$ cat config.mk
export PLATFORM = sky130hd
export DESIGN_NAME = serial_subtractor
export DESIGN_NICKNAME = d
export VERILOG_FILES = /design/src/rtl/serial_subtractor.sv
export SDC_FILE = /design/constraint.sdc
export NUM_CORES = 1
export LEC_CHECK = 0
export BUFFER_PORTS_ARGS = -buffer_cell sky130_fd_sc_hd__buf_2
export CORE_UTILIZATION = 45
export DETAILED_ROUTE_END_ITERATION = 16
export GPL_TIMING_DRIVEN = 0
export PLACE_DENSITY = 0.69
export SKIP_LAST_GASP = 1
export SYNTH_ARGS = -nofsm -noshare
export SYNTH_HDL_FRONTEND = slang
export SYNTH_SLANG_ARGS = --single-unit
$ cat constraint.sdc
create_clock -name clk -period 1.8 [get_ports clk]
set_input_delay 0.18 -clock clk [delete_from_list [all_inputs] [get_ports clk]]
set_output_delay 0.18 -clock clk [all_outputs]
set_load 0.1 [all_outputs]
$ cat src/rtl/serial_subtractor.sv
// Digit-serial a - b - bin, LSB slice first, one op in flight; N=WIDTH/DIGIT RUN cycles after acceptance.
// Backpressure: result and flags hold in DONE until out_ready; in_ready is high only in IDLE.
module serial_subtractor #(
    parameter int WIDTH = 32,
    parameter int DIGIT = 1
) (
    input  logic             clk,
    input  logic             rst_n,
    input  logic             in_valid,
    output logic             in_ready,
    input  logic [WIDTH-1:0] a,
    input  logic [WIDTH-1:0] b,
    input  logic             bin,
    output logic             out_valid,
    input  logic             out_ready,
    output logic [WIDTH-1:0] diff,
    output logic             bout,
    output logic             ovf
);

    localparam int N     = WIDTH / DIGIT;
    localparam int CNT_W = (N > 1) ? $clog2(N) : 1;

    if (WIDTH < 2) begin : g_bad_width
        $error("serial_subtractor: WIDTH must be >= 2");
    end
    if (DIGIT < 1 || (WIDTH % DIGIT) != 0) begin : g_bad_digit
        $error("serial_subtractor: WIDTH must be a multiple of DIGIT");
    end

    typedef enum logic [1:0] {
        S_IDLE = 2'd0,
        S_RUN  = 2'd1,
        S_DONE = 2'd2
    } state_t;

    state_t             r_state;
    logic [CNT_W-1:0]   r_cnt;
    logic [WIDTH-1:0]   r_a_sh;
    logic [WIDTH-1:0]   r_b_sh;
    logic               r_borrow;
    logic               r_a_msb;
    logic               r_b_msb;
    logic               r_in_ready;
    logic               r_out_valid;
    logic [WIDTH-1:0]   r_diff;
    logic               r_bout;
    logic               r_ovf;

    logic [DIGIT:0]     w_slice;
    logic [WIDTH-1:0]   w_res_next;
    logic               w_last;

    // Extra top bit of the slice difference is the borrow into the next slice.
    assign w_slice = {1'b0, r_a_sh[DIGIT-1:0]}
                   - {1'b0, r_b_sh[DIGIT-1:0]}
                   - {{DIGIT{1'b0}}, r_borrow};

    assign w_last = (r_cnt == CNT_W'(N - 1));

    // Only the upper WIDTH-DIGIT result bits need storage; the newest slice
    // enters from the top and the full word is formed combinationally.
    if (DIGIT == WIDTH) begin : g_single_slice
        assign w_res_next = w_slice[DIGIT-1:0];
    end else begin : g_multi_slice
        logic [WIDTH-DIGIT-1:0] r_res_sh;

        assign w_res_next = {w_slice[DIGIT-1:0], r_res_sh};

        always_ff @(posedge clk or negedge rst_n) begin
            if (!rst_n) begin
                r_res_sh <= '0;
            end else if (r_state == S_RUN) begin
                r_res_sh <= w_res_next[WIDTH-1:DIGIT];
            end
        end
    end

    always_ff @(posedge clk or negedge rst_n) begin
        if (!rst_n) begin
            r_state     <= S_IDLE;
            r_cnt       <= '0;
            r_a_sh      <= '0;
            r_b_sh      <= '0;
            r_borrow    <= 1'b0;
            r_a_msb     <= 1'b0;
            r_b_msb     <= 1'b0;
            r_in_ready  <= 1'b1;
            r_out_valid <= 1'b0;
            r_diff      <= '0;
            r_bout      <= 1'b0;
            r_ovf       <= 1'b0;
        end else begin
            case (r_state)
                S_IDLE: begin
                    if (in_valid) begin
                        r_a_sh     <= a;
                        r_b_sh     <= b;
                        r_borrow   <= bin;
                        r_a_msb    <= a[WIDTH-1];
                        r_b_msb    <= b[WIDTH-1];
                        r_cnt      <= '0;
                        r_in_ready <= 1'b0;
                        r_state    <= S_RUN;
                    end
                end
                S_RUN: begin
                    r_a_sh   <= r_a_sh >> DIGIT;
                    r_b_sh   <= r_b_sh >> DIGIT;
                    r_borrow <= w_slice[DIGIT];
                    r_cnt    <= r_cnt + CNT_W'(1);
                    if (w_last) begin
                        r_diff      <= w_res_next;
                        r_bout      <= w_slice[DIGIT];
                        r_ovf       <= (r_a_msb != r_b_msb) &&
                                       (w_res_next[WIDTH-1] != r_a_msb);
                        r_out_valid <= 1'b1;
                        r_state     <= S_DONE;
                    end
                end
                S_DONE: begin
                    // Returning to IDLE first keeps the output and input
                    // handshakes on separate edges.
                    if (out_ready) begin
                        r_out_valid <= 1'b0;
                        r_in_ready  <= 1'b1;
                        r_state     <= S_IDLE;
                    end
                end
                default: begin
                    r_out_valid <= 1'b0;
                    r_in_ready  <= 1'b1;
                    r_state     <= S_IDLE;
                end
            endcase
        end
    end

    assign in_ready  = r_in_ready;
    assign out_valid = r_out_valid;
    assign diff      = r_diff;
    assign bout      = r_bout;
    assign ovf       = r_ovf;

endmodule

### Word level (Yosys, flattened, before mapping)

Index checks and enable logic that the tools add are counted.

| operators by class | value |
|---|---|
| add/sub/neg operators | 3 |
| multiply operators | 0 |
| div/mod/pow operators | 0 |
| magnitude comparators | 0 |
| eq/ne operators | 8 |
| shift operators | 0 |
| muxes and demuxes | 18 |
| bitwise logic cells | 2 |
| reduce and logical (&&, ||, !) cells | 9 |

Operators by type and width:

| kind | count |
|---|---|
| $pmux 32 s2 | 2 |
| $mux 32 | 2 |
| $pmux 5 s2 | 1 |
| $reduce_and 3->1 | 3 |
| $mux 2 | 3 |
| $ne 2x2->1 const B | 3 |
| $pmux 1 s3 | 2 |
| $pmux 2 s3 | 1 |
| $reduce_and 2->1 | 3 |
| $add 5x1->5 const B | 1 |
| $eq 5x5->1 const B | 1 |
| $mux 1 | 5 |
| $mux 5 | 1 |
| $eq 2x1->1 const B | 1 |
| $eq 2x2->1 const B | 1 |
| $logic_not 2->1 | 1 |
| $ne 1x1->1 | 2 |
| $not 1->1 | 2 |
| $pmux 1 s2 | 1 |
| $reduce_bool 2->1 | 1 |
| $sub 1x1->2 | 1 |
| $sub 2x1->2 | 1 |
| $logic_and 1x1->1 | 1 |

| storage, ports and cells | value |
|---|---|
| register bits | 141 |
| bits in latches | 0 |
| memory bits (writable) | 0 |
| memory bits (read-only) | 0 |
| input bits | 69 |
| output and inout bits | 36 |
| logic and storage cells | 53 |
| memories kept | 0 |

### Longest topological paths before layout

| depth | value |
|---|---|
| word-level depth | 4 |
| gate-level depth with buffers | 8 |
| mapped depth without buffers | 6 |

### Least setup slack after synthesis

OpenSTA, ideal clock, no wires.

| timing path | value |
|---|---|
| kind | register to register |
| from | register r_cnt[0] |
| to | register r_diff[10] (netlist: diff[10]) |
| setup time | 125 ps |
| arrival time | 1662 ps |
| required time | 1675 ps |
| path slack | 12 ps |
| cell stages (with the launch flop) | 8 |
| buffers on the path | 2 |
| clock period less this slack | 1788 ps |
| cells stage by stage | dfrtp_1 ha_1 and3_1 ha_1 nand3b_4 buf_6 buf_6 mux2_4 |

| on the way | value |
|---|---|
| word-level cells in the longest chain between the ends | 2 |

RTL lines:

| what | RTL line | RTL |
|---|---|---|
| start, declared | 38 | `logic [CNT_W-1:0] r_cnt;` |
| start signal, assigned | 111 | `r_cnt <= r_cnt + CNT_W'(1);` |
| $eq 5x5->1 | 59 | `assign w_last = (r_cnt == CNT_W'(N - 1));` |
| $reduce_and 2->1 (no line) | n/a |  |
| end signal, assigned | 113 | `r_diff <= w_res_next;` |
| end, declared | 46 | `logic [WIDTH-1:0] r_diff;` |

No other way between the ends.
A chain may end at the register's enable or synchronous reset.

### Worst setup path after layout

| timing path | value |
|---|---|
| from | register r_cnt[0] |
| to | register r_diff[27] (netlist: diff[27]) |

Same word-level chain as after synthesis.

==> qor.csv <==
stage,metric,value,unit
run_status,status,finished clean,
power,Max VDD drop,0.904,mV
detailed_routing,DR vias/cell,5.23,
final_layout,Final Non-Filler Cells,916,
setup_path,Setup crit end kind,flip-flop,
clock_tree,CTS tree,built,
power,clock power share,0.275,
timing,Max Slew Vio Count,0,
detailed_routing,drt total wl,13900,microns
setup_path,capture point of the worst reg-to-reg path,diff[27],
placed_design,gp weighted congestion,0.784,
final_layout,NumNets Final,798,
detailed_routing,# DRC,0,
setup_path,"Data required, critical path",2090,ps
placed_design,detailed placer's ending HPWL,9410,microns
floorplanning,die area,14300,sq um
setup_path,worst setup path endpoint,diff[27],
floorplanning,Die Span Y,120,microns
grt,GR Util All Layers,0.206,
detailed_routing,WL/cell,15.2,microns
grt,number of global-route vias before repair,4642,
floorplanning,starting density of the core,0.465,
logic_synthesis,Post-Syn Area per Cell,10.5,sq um
final_layout,synth-to-layout area growth,25.7,%
setup_path,FF-to-FF path depth,7,
clock_tree,clock-pin slew on the worst setup and hold paths,60,ps
power,"Power, Total",13.9,mW
setup_path,crit path max fanout,10,
logic_synthesis,Mapped Cells,591,
hold_path,Worst Hold Class,input port to flip-flop,
timing,worst slew margin relative to its limit,0.522,
setup_path,R2R setup slack,40,ps
floorplanning,num ports,105,
timing,Hold Fails Final Rpt,0,
timing,"Period Utilization, post-route",0.975,
clock_tree,H-tree Lvls,4,
clock_tree,cts bufs inserted,17,
detailed_routing,drt pass-1 iters,4,
detailed_routing,DR iter-0 viols,352,
timing,RSZ-0062 raised after global routing,false,
power,net switching power,5.35,mW
logic_synthesis,#FFs+latches synth,141,
grt,met3 Resource Use GR,0.0623,
logic_synthesis,sequential area share after synthesis,0.566,
power,Power Density,1770,nW/um^2
clock_tree,root buf cell,clkbuf_16,
timing,"Min Clock Period, post-route",1760,ps
floorplanning,Die Wd,120,microns
final_layout,ratio of cells with drive above 1 in the final layout,0.284,
grt,met1 GRT Util,0.275,
logic_synthesis,Synth area leader,dfrtp_1,
setup_path,worst endpoint data arrival time,2050,ps
clock_tree,Worst-Skew Late Latency,410,ps
logic_synthesis,Mapped Area,6230,sq um
timing,Worst Skew,7.60,ps
job,max-cap viol count,0,
clock_tree,clock buffer depth,2,
floorplanning,Rows,42,
detailed_routing,vias,4788,
power,switch share,0.385,
power,Cell Int Power,8.52,mW
logic_synthesis,post-synth net total,663,
placed_design,placed cells,872,
grt,initial antenna violation count,1,
setup_path,start of the worst register-to-register path,r_cnt[0],
logic_synthesis,Synth warnings,0,
power,LEAKAGE,3.88,nW
timing,# setup viols final,0,
grt,gr busiest metal,met2,
grt,largest net degree at the start of global routing,79,
setup_path,class of the most critical setup path,flip-flop to flip-flop,
grt,first-pass GRT wire length,23100,microns
placed_design,Port Buffers,104,
clock_tree,Clock Sinks,141,
hold_path,hold path depth,2,
logic_synthesis,post-synth cell types,29,
detailed_routing,DRT antenna net count,0,
final_layout,"leading cell type in the layout, fill and taps excluded",dfrtp_1,
setup_path,Setup crit start,r_cnt[0],
logic_synthesis,Synth top area share,0.562,
logic_synthesis,Area contributors post-synth,"dfrtp_1, a22oi_1, nand2_1, mux2_4, o21ai_0",
grt,met2 Use GR,0.325,
timing,f_max,570,MHz
grt,grt ovf,0,
power,Seq pwr share,0.376,
power,combinational fraction of design power,0.349,
timing,worst slew pin tran,717,ps
final_layout,most frequent cells in the layout,"dfrtp_1, buf_2, nand2_1",
setup_path,Setup crit start kind,flip-flop,
floorplanning,core area,13400,sq um
worst min path at each step:
stage	startpoint	to
4_1_cts	a[31]	r_a_msb
5_1_grt	a[31]	r_a_msb
3_5_place_dp	rst_n	diff[23]
6_report	a[31]	r_a_msb
2_1_floorplan	rst_n	bout
3_3_place_gp	b[31]	r_b_msb
final cells by class:
type | count | area [sq um]
fillers | 1160 | 5570
flip-flops and latches | 141 | 3530
multi-input cells | 401 | 2470
repair buffers | 116 | 681
clock buffers | 21 | 460
plain buffers | 47 | 272
well taps | 176 | 220
clock inverters | 11 | 189
inverters | 2 | 7.51
diodes | 1 | 2.50
flip-flops by register name, summed over array words and instances (netlist names), 2 cells and up:
signal,count
g_multi_slice.r_res_sh,31
r_cnt,5
r_a_sh,32
r_state,2
diff,32
r_b_sh,32
cells by family (layout without fill, tap and decap cells):
kind of cell,Yosys count,after routing,share of synthesized area
buf+inv,49,197,0.0400
compound gates,185,185,0.178
fa+ha+maj,3,3,0.00723
flops,141,141,0.566
mux,35,35,0.0783
simple gates,178,178,0.130
other cells,0,1,0
power by group through the flow:
stage / clock, mW / combinational, mW / sequential, mW
detailed placement: 0 / 4.77 / 5.24
finish: 3.81 / 4.84 / 5.22
CTS: 3.89 / 4.83 / 5.21
global placement: 0 / 4.62 / 5.17
global route: 4.05 / 5.32 / 5.37
floorplan: 0 / 2.37 / 6.47
Yosys cell counts:
cell type and number:
nor2b_1 44, o21bai_1 1, fa_1 1, o21ai_1 5, a22o_1 3, mux2_2 10
mux2_4 25, inv_1 2, buf_4 1, nor2_1 6, nand3_1 1, nand2_1 121
o21ai_0 66, clkbuf_1 22, dfstp_2 1, dfrtp_1 140, o31ai_1 1, a21oi_1 43
buf_6 5, o22a_1 1, a2bb2oi_1 1, and3_1 1, nand2b_1 2, ha_1 2
buf_2 19, and2_1 1, and3b_1 1, nand3b_4 1, a22oi_1 64
metrics by stage:
step	hold slack, ps	instance area (sq um)	utilization	setup slack (ps)	TNS, ps
after CTS	3.10	7770	0.580	53.3	0
after detailed placement	266	7010	0.523	-137	-3170
after floorplan	-116	6230	-	12.4	0
after global placement	439	6970	0.520	-1360	-192200
after global routing	21.0	7830	0.585	0.110	0
final	21.9	7840	0.585	44.8	0
what timing repair did:
item | CTS | global route
buffers inserted | 5 | 4
endpoints found under the setup margin | 26 | 6
cloned | 1 | 1
hold endpoints to repair | 76 | 0
hold buffers | 1 | 0
pin swaps | 1 | 1
gates resized for setup | 12 | 1
worst max-delay path: stages (launching register included):
cell      delay, ps
dfrtp_1         400
ha_2            200
and3_4          180
ha_4            160
nand3b_4        110
buf_12          130
buf_8           140
mux2_4          300
per-layer routing:
layer,up-vias,wire (microns)
met5,-,13
met4,2,102
met3,13,827
met2,129,6590
met1,2307,6370
li1,2337,-
Power figures use the tool's default switching activity.
